File: config.mk
export PLATFORM = sky130hd
export DESIGN_NAME = cordic_cos_core
export DESIGN_NICKNAME = d
export VERILOG_FILES = /design/src/rtl/cordic_cos_core.sv
export SDC_FILE = /design/constraint.sdc
export NUM_CORES = 1
export LEC_CHECK = 0
export BUFFER_PORTS_ARGS = -buffer_cell sky130_fd_sc_hd__buf_2
export CAP_MARGIN = 20
export CORE_ASPECT_RATIO = 1.75
export CORE_MARGIN = 5
export CORE_UTILIZATION = 60
export CTS_CLUSTER_SIZE = 25
export DETAILED_ROUTE_END_ITERATION = 7
export PLACE_DENSITY_LB_ADDON = 0.05
export SETUP_SLACK_MARGIN = 0.5
export SKIP_LAST_GASP = 1
export SLEW_MARGIN = 30
export SYNTH_ARGS = -nofsm -noshare
export SYNTH_HDL_FRONTEND = slang
export SYNTH_SLANG_ARGS = --single-unit
File: constraint.sdc
create_clock -name clock -period 14.51 [get_ports clock]
set_input_delay 1.451 -clock clock [delete_from_list [all_inputs] [get_ports clock]]
set_output_delay 1.451 -clock clock [all_outputs]
set_load 0.05 [all_outputs]
File: src/rtl/cordic_cos_core.sv
// Iterative CORDIC rotation engine: cos(theta) for theta in [0, 1] rad, Q1.20 in and out.
// One micro-rotation per enabled cycle; start/done handshake gated by clk_en.
module cordic_cos_core #(
  parameter int unsigned ITERATIONS = 16,
  parameter int unsigned IW         = 24
) (
  input  logic        clock,
  input  logic        reset,
  input  logic        clk_en,
  input  logic        start,
  input  logic [20:0] dataa,
  output logic [20:0] result,
  output logic        done
);

  localparam int unsigned CW = 5;

  localparam logic signed [IW-1:0] K_INIT = IW'(32'sh0009_B74F);
  localparam logic signed [IW-1:0] ONE_IW = IW'(32'sh0010_0000);
  localparam logic        [20:0]   ONE_Q  = 21'h10_0000;

  typedef enum logic [1:0] {
    IDLE,
    ITER,
    FINISH
  } state_t;

  state_t r_state;
  state_t w_state_nxt;

  logic signed [IW-1:0] r_x;
  logic signed [IW-1:0] r_y;
  logic signed [IW-1:0] r_z;
  logic        [CW-1:0] r_i;
  logic        [20:0]   r_result;
  logic                 r_done;

  logic                 w_accept;
  logic                 w_iter;
  logic                 w_finish;
  logic        [20:0]   w_angle;
  logic signed [IW-1:0] w_z_load;
  logic signed [IW-1:0] w_x_sh;
  logic signed [IW-1:0] w_y_sh;
  logic signed [IW-1:0] w_atan;
  logic signed [IW-1:0] w_x_rot;
  logic signed [IW-1:0] w_y_rot;
  logic signed [IW-1:0] w_z_rot;
  logic        [20:0]   w_sat;

  // round(atan(2^-i) * 2^20) for i = 0..19
  function automatic logic signed [IW-1:0] atan_entry(input logic [CW-1:0] idx);
    logic [20:0] v;
    case (idx)
      5'd0:    v = 21'h0C_90FE;
      5'd1:    v = 21'h07_6B1A;
      5'd2:    v = 21'h03_EB6F;
      5'd3:    v = 21'h01_FD5C;
      5'd4:    v = 21'h00_FFAB;
      5'd5:    v = 21'h00_7FF5;
      5'd6:    v = 21'h00_3FFF;
      5'd7:    v = 21'h00_2000;
      5'd8:    v = 21'h00_1000;
      5'd9:    v = 21'h00_0800;
      5'd10:   v = 21'h00_0400;
      5'd11:   v = 21'h00_0200;
      5'd12:   v = 21'h00_0100;
      5'd13:   v = 21'h00_0080;
      5'd14:   v = 21'h00_0040;
      5'd15:   v = 21'h00_0020;
      5'd16:   v = 21'h00_0010;
      5'd17:   v = 21'h00_0008;
      5'd18:   v = 21'h00_0004;
      5'd19:   v = 21'h00_0002;
      default: v = '0;
    endcase
    return $signed({{(IW-21){1'b0}}, v});
  endfunction

  // State register: reset overrides clk_en, clk_en low freezes the FSM
  always_ff @(posedge clock) begin
    if (reset) begin
      r_state <= IDLE;
    end else if (clk_en) begin
      r_state <= w_state_nxt;
    end
  end

  // Next-state logic
  always_comb begin
    w_state_nxt = r_state;
    case (r_state)
      IDLE:    if (start) w_state_nxt = ITER;
      ITER:    if (r_i == CW'(ITERATIONS - 1)) w_state_nxt = FINISH;
      FINISH:  w_state_nxt = IDLE;
      default: w_state_nxt = IDLE;
    endcase
  end

  // Output/control decode plus the combinational rotation and saturation datapath
  always_comb begin
    w_accept = (r_state == IDLE) && start;
    w_iter   = (r_state == ITER);
    w_finish = (r_state == FINISH);

    w_angle  = (dataa > ONE_Q) ? ONE_Q : dataa;
    w_z_load = $signed({{(IW-21){1'b0}}, w_angle});

    w_x_sh = r_x >>> r_i;
    w_y_sh = r_y >>> r_i;
    w_atan = atan_entry(r_i);

    if (!r_z[IW-1]) begin
      w_x_rot = r_x - w_y_sh;
      w_y_rot = r_y + w_x_sh;
      w_z_rot = r_z - w_atan;
    end else begin
      w_x_rot = r_x + w_y_sh;
      w_y_rot = r_y - w_x_sh;
      w_z_rot = r_z + w_atan;
    end

    if (r_x[IW-1]) begin
      w_sat = '0;
    end else if (r_x > ONE_IW) begin
      w_sat = ONE_Q;
    end else begin
      w_sat = r_x[20:0];
    end
  end

  // Datapath and iteration counter: load on accept, rotate while iterating
  always_ff @(posedge clock) begin
    if (reset) begin
      r_x <= '0;
      r_y <= '0;
      r_z <= '0;
      r_i <= '0;
    end else if (clk_en) begin
      if (w_accept) begin
        r_x <= K_INIT;
        r_y <= '0;
        r_z <= w_z_load;
        r_i <= '0;
      end else if (w_iter) begin
        r_x <= w_x_rot;
        r_y <= w_y_rot;
        r_z <= w_z_rot;
        r_i <= r_i + CW'(1);
      end
    end
  end

  // Result capture and one-cycle done pulse, both leaving FINISH together
  always_ff @(posedge clock) begin
    if (reset) begin
      r_result <= '0;
      r_done   <= 1'b0;
    end else if (clk_en) begin
      r_done <= w_finish;
      if (w_finish) begin
        r_result <= w_sat;
      end
    end
  end

  assign result = r_result;
  assign done   = r_done;

endmodule

# After elaboration in Yosys (flattened, before gate mapping)
# Memories as Yosys holds them, arrays and structs flattened. A register that Yosys moved wholly into a read port is not among the register bits.
# Cells that the tools add are included.
# word_totals
regBits	101
rom_bits	640
input_bits	25
out_inout_bits	22
mem_count	1
# memory_table
memory	depth	width	rd	rd_ports_with_merged_regs	wr	line	source
(no name shown)	32	20	1	1	0	54	case (idx)
# classes
n_addsub	7
order_cmp	2
n_eq_ne	5
n_shift	2
muxes	19
reduce_logical	6
# ops
operator	n
two-way mux 24 bit	9
two-way mux 21 bit	3
adder 24 bit	2
>>> shifter 24 x 5 -> 24 bit	2
subtractor 24 bit	2
adder 24 x 22 -> 24 bit	1
> comparator 24 x 22 -> 1 bit (second input constant)	1
subtractor 24 x 22 -> 24 bit	1
> comparator 21 bit (second input constant)	1
two-way mux 5 bit	4
adder 5 x 1 -> 5 bit (second input constant)	1
equality test 5 x 4 -> 1 bit (second input constant)	1
two-way mux 2 bit	2
one-hot mux 2 bit (2 select lines)	1
AND reduction 2 bit	2
AND reduction 3 bit	1
equality test 2 x 1 -> 1 bit (second input constant)	1
equality test 2 bit (second input constant)	1
logical NOT 2 bit	1
!= test 2 x 1 -> 1 bit (second input constant)	1
!= test 2 bit (second input constant)	1
nonzero test 2 bit	1
logical AND 1 bit	1

# Depth between registers and ports, before layout
# logic_depth
ltp_word	6
depth_mapped	26
ltp_nobuf	22

# Least setup slack after synthesis
# OpenSTA, ideal clock, no wires.
# synth_timing
path_type	register to register
start	register r_i[0]
end	register r_x[21]
setup_ns	0.117
arrival_ns	5.199
required_time_ns	14.393
slack_ns	9.194
path_stages_with_launch	22
n_path_buf	4
period_less_slack_ns	5.316
cell_sequence	dfxtp_1 buf_6 buf_6 buf_4 buf_2 mux4_2 a22oi_1 o21ai_0 nor2_2 ha_1 nand2_1 nor3_1 a21oi_1 xor2_1 ha_1 and3_1 o2bb2ai_1 or3_1 o41ai_1 a211oi_1 or4_1 a32o_1
# synth_between
elab_chain_len	5
word_cells_on_any_way	6
classes_between	2 x add/sub; 1 x shift; 3 x mux
# synth_rtl
element	line	source
start, declared	34	logic [CW-1:0] r_i;
start signal, assigned	149	r_i <= r_i + CW'(1);
>>> shifter 24 x 5 -> 24 bit (*)	110	w_y_sh = r_y >>> r_i;
subtractor 24 bit / adder 24 bit (equally long branches)	114, 118	
two-way mux 24 bit (*)	113	if (!r_z[IW-1]) begin
two-way mux 24 bit (*)	145	end else if (w_iter) begin
two-way mux 24 bit (*)	140	if (w_accept) begin
end signal, assigned	146	r_x <= w_x_rot;
end, declared	31	logic signed [IW-1:0] r_x;
# Every way passes the cells marked *; elsewhere a longest branch is shown, timed or not. The select of a mux whose other input is x is not followed.
# A chain may end at the register's enable or synchronous reset.

# Final worst setup path
# layout_timing
start	register r_i[3]
end	register r_x[21]
# Same word-level chain as after synthesis.

==> results.json <==
{
  "status": "completed",
  "crit_chain": "buf_4 > clkinv_1 > nand2_1 > o22ai_1 > nor3b_2 > nand2_1 > nor3_1 > a21oi_1 > xor2_1 > ha_1 > and3_1 > o2bb2ai_1 > or3_1 > o41ai_1 > a211oi_1 > or4_1 > a32o_1",
  "min_from": "done",
  "routedWlPerCell_um": 24.82,
  "clk_latency_ps": 440,
  "power_mw": 1.708,
  "cp_slowest_cell": "nand2_1",
  "ant_nets": 0,
  "cts_resized": 0,
  "syn_to_final_growth_pct": 7.528,
  "row_count": 70,
  "grt-ovfl-total": 0,
  "grt_setup_unrepaired": "no",
  "r2r_start": "r_i[3]",
  "worst_pin_slew_ps": 979.7,
  "post_cts_hold_buffer_count": 0,
  "antenna_found_initial": 0,
  "io_buffers": 46,
  "cts.sinks": 121,
  "cp_max_fo": 41,
  "pre_cts_ws_ps": 7929,
  "end_kind": "flop",
  "slew_violations": 0,
  "drc": 0,
  "grt_use_total_pct": 36.96,
  "clkPwrFrac_pct": 26.7,
  "critPathArrivalTime_ps": 7050,
  "maxCapViolCount": 0,
  "final_net_count": 1645,
  "synthCells": 1540,
  "design.die.area_um2": 23930,
  "totalWireLength_um": 44500,
  "clock_skew_ps": 6.941,
  "n_antenna_cell": 0,
  "ir_drop_mv": 0.08013,
  "vias": 12487,
  "r2r_slack_ps": 7800,
  "swShare_pct": 42.20,
  "grt_pass1_wl_um": 68570,
  "reg2reg_depth": 17,
  "pwr-share-seq_pct": 24.1,
  "clock_path_buffers": 2,
  "syn_avg_cell_area_um2": 8.117,
  "hold_path_class": "flop to flop",
  "cp-start-kind": "flop",
  "grt_pass1_vias": 12609,
  "p_comb_share_pct": 49.2,
  "finalNonFillerCells": 1793,
  "yosysUniqueCellTypes": 92,
  "finalWeightedCongestion": 1.013,
  "timing.final.crit_period_ps": 6714,
  "power_density_nw_per_um2": 127.0,
  "synth_nets": 1657,
  "finalSetupTns_ps": 0,
  "grt_start_max_net_pins": 60,
  "initial_core_util_pct": 60.22,
  "final-hold-violation-count": 0,
  "first_pass_iters": 7,
  "setup_viol": 0,
  "place_inst": 1761,
  "yosysWarnings": 0,
  "dp_hpwl_um": 33410,
  "clockRootBuffer": "clkbuf_16",
  "p_leak_nw": 5.396,
  "utilization_pct": 64.75,
  "ios": 47,
  "min_path_cells": 2,
  "cts_max_level": 4,
  "synth_edf_count": 0,
  "rr_endpoint": "r_x[21]",
  "die_h_um": 200.9,
  "switching_power_uw": 720.5,
  "cpMostUsedCell": "nand2_1",
  "layout-drive-gt1-share_pct": 13.04,
  "fin_ws_ps": 7796,
  "core-area_um2": 20760,
  "relSlewSlack_pct": 33.83,
  "syn_area_um2": 12500,
  "cp.required_ps": 14840,
  "cts_buffers": 17,
  "synth-async-reset-ratio_pct": 0,
  "clk_pin_slew_ps": 60,
  "cts_tree": "built",
  "hold_end": "done",
  "die_w_um": 119.1,
  "finalCritPeriodShare_pct": 46.27,
  "seq_area_frac_synth_pct": 19.38,
  "crit_type": "flop to flop",
  "synthFlopType": "dfxtp_1",
  "worstSetupStartpoint": "r_i[3]",
  "max_stage_delay_ps": 870,
  "synth.ff_latch_count": 121,
  "intPower_uw": 987.0,
  "post_cts_buffers": 0,
  "dr.first_iter.drc_count": 992,
  "vias_per_cell": 6.964,
  "clock.fmax_ghz": 0.1489
}
-- sequential cells by signal (all words and copies together) (netlist names) --
name     cells
r_z         24
done         1
r_x         24
r_y         24
result      21
r_i          5
w_atan      20
r_state      2
-- cells in the final DEF, fill, tap and decap left out, drive strengths merged, types with 14 or more instances in the layout --
master	count
nor2	170
a21oi	134
dfxtp	121
nand2	106
ha	89
o21ai	75
buf	73
xnor2	67
mux4	54
xor2	51
nor3	48
inv	44
nand3	38
a22oi	36
a31oi	35
mux2i	32
a21o	28
a211oi	25
o21a	20
nand2b	19
nor2b	19
a221oi	19
clkbuf	19
mux2	17
nor4	14
and2	14
-- synthesized netlist by cell type (all sizes together) (10+ instances only) --
cell type | instances | area share [%]
mux2i | 32 | 2.6
a21o | 28 | 1.7
a22oi | 36 | 2.2
or3 | 13 | 0.65
xor2 | 51 | 3.6
ha | 89 | 8.9
nor3 | 48 | 2.0
a211oi | 25 | 1.5
a31oi | 35 | 1.8
o21a | 20 | 1.2
o21ai | 75 | 3.0
nand2 | 106 | 3.2
a21oi | 134 | 5.4
clkbuf | 68 | 2.0
inv | 41 | 1.2
and2 | 14 | 0.70
dfxtp | 121 | 19
nor3b | 10 | 0.73
nand3 | 38 | 1.6
o21bai | 11 | 0.66
o211ai | 13 | 0.78
nor4 | 14 | 0.70
a22o | 12 | 0.84
a221oi | 19 | 1.5
nor2 | 170 | 5.2
mux2 | 17 | 1.6
buf | 36 | 1.6
mux4 | 54 | 9.9
nor2b | 19 | 0.95
nand2b | 19 | 0.95
xnor2 | 67 | 4.8
and3 | 11 | 0.55
-- final cells by class --
cell class | count | area, um2
clock buffers | 19 | 452.9
clock inverters | 13 | 166.4
fillers | 1860 | 7317
inverters | 44 | 165.2
multi-input cells | 1271 | 9473
flip-flops and latches | 121 | 2432
well taps | 252 | 315.3
repair buffers | 73 | 435.4
-- through the flow --
stage          area, um2  hold WS (ps)
2_1_floorplan      12500         436.2
4_1_cts            13440         454.4
5_1_grt            13440         477.1
3_5_place_dp       12820         446.3
3_3_place_gp       12810         443.7
6_report           13440         451.9
-- critical path, delay by kind of cell, from the launching register on --
family,cells,cell delay (ps)
and+or+nand+nor,7,2780
buffers and inverters,2,1120
xor gates and xnor gates,1,180
DFF,1,310
AOI/OAI and AO/OA,6,1840
adders and majority gates,1,350
-- logic make-up after synthesis --
group                      count (synthesis)  synth area share [%]
AOI/OAI and AO/OA                        471                 25.06
xor gates and xnor gates                 118                 8.328
adders and majority gates                 92                 9.389
buffers and inverters                    148                 4.985
DFF                                      121                 19.38
muxes                                    103                 14.00
and+or+nand+nor                          487                 18.86
-- power groups by stage --
stage	Clock (mW)	Combinational, mW	Sequential [mW]
4_1_cts	0.460	0.833	0.408
5_1_grt	0.475	0.920	0.412
3_5_place_dp	0	0.826	0.415
2_1_floorplan	0	0.643	0.382
3_3_place_gp	0	0.818	0.414
6_report	0.456	0.840	0.411
-- worst max-delay path by stage --
stage / to / slack, ps / depth (start not counted)
after global placement: r_x[21] / 8070 / 17
after floorplan: r_x[21] / 9190 / 21
after detailed placement: r_x[21] / 7930 / 17
after global routing: r_x[21] / 7450 / 17
final: r_x[21] / 7800 / 17
after CTS: r_x[21] / 7890 / 17
-- metal layers --
layer / vias up / track usage [%] / share of wire [%]
met1: 5886 / 34.31 / 31
met2: 584 / 65.26 / 50
li1: 5747 / - / -
met3: 270 / 6.202 / 6.4
met5: - / 0 / 0
met4: 0 / 37.75 / 12
Power figures use the tool's default switching activity.
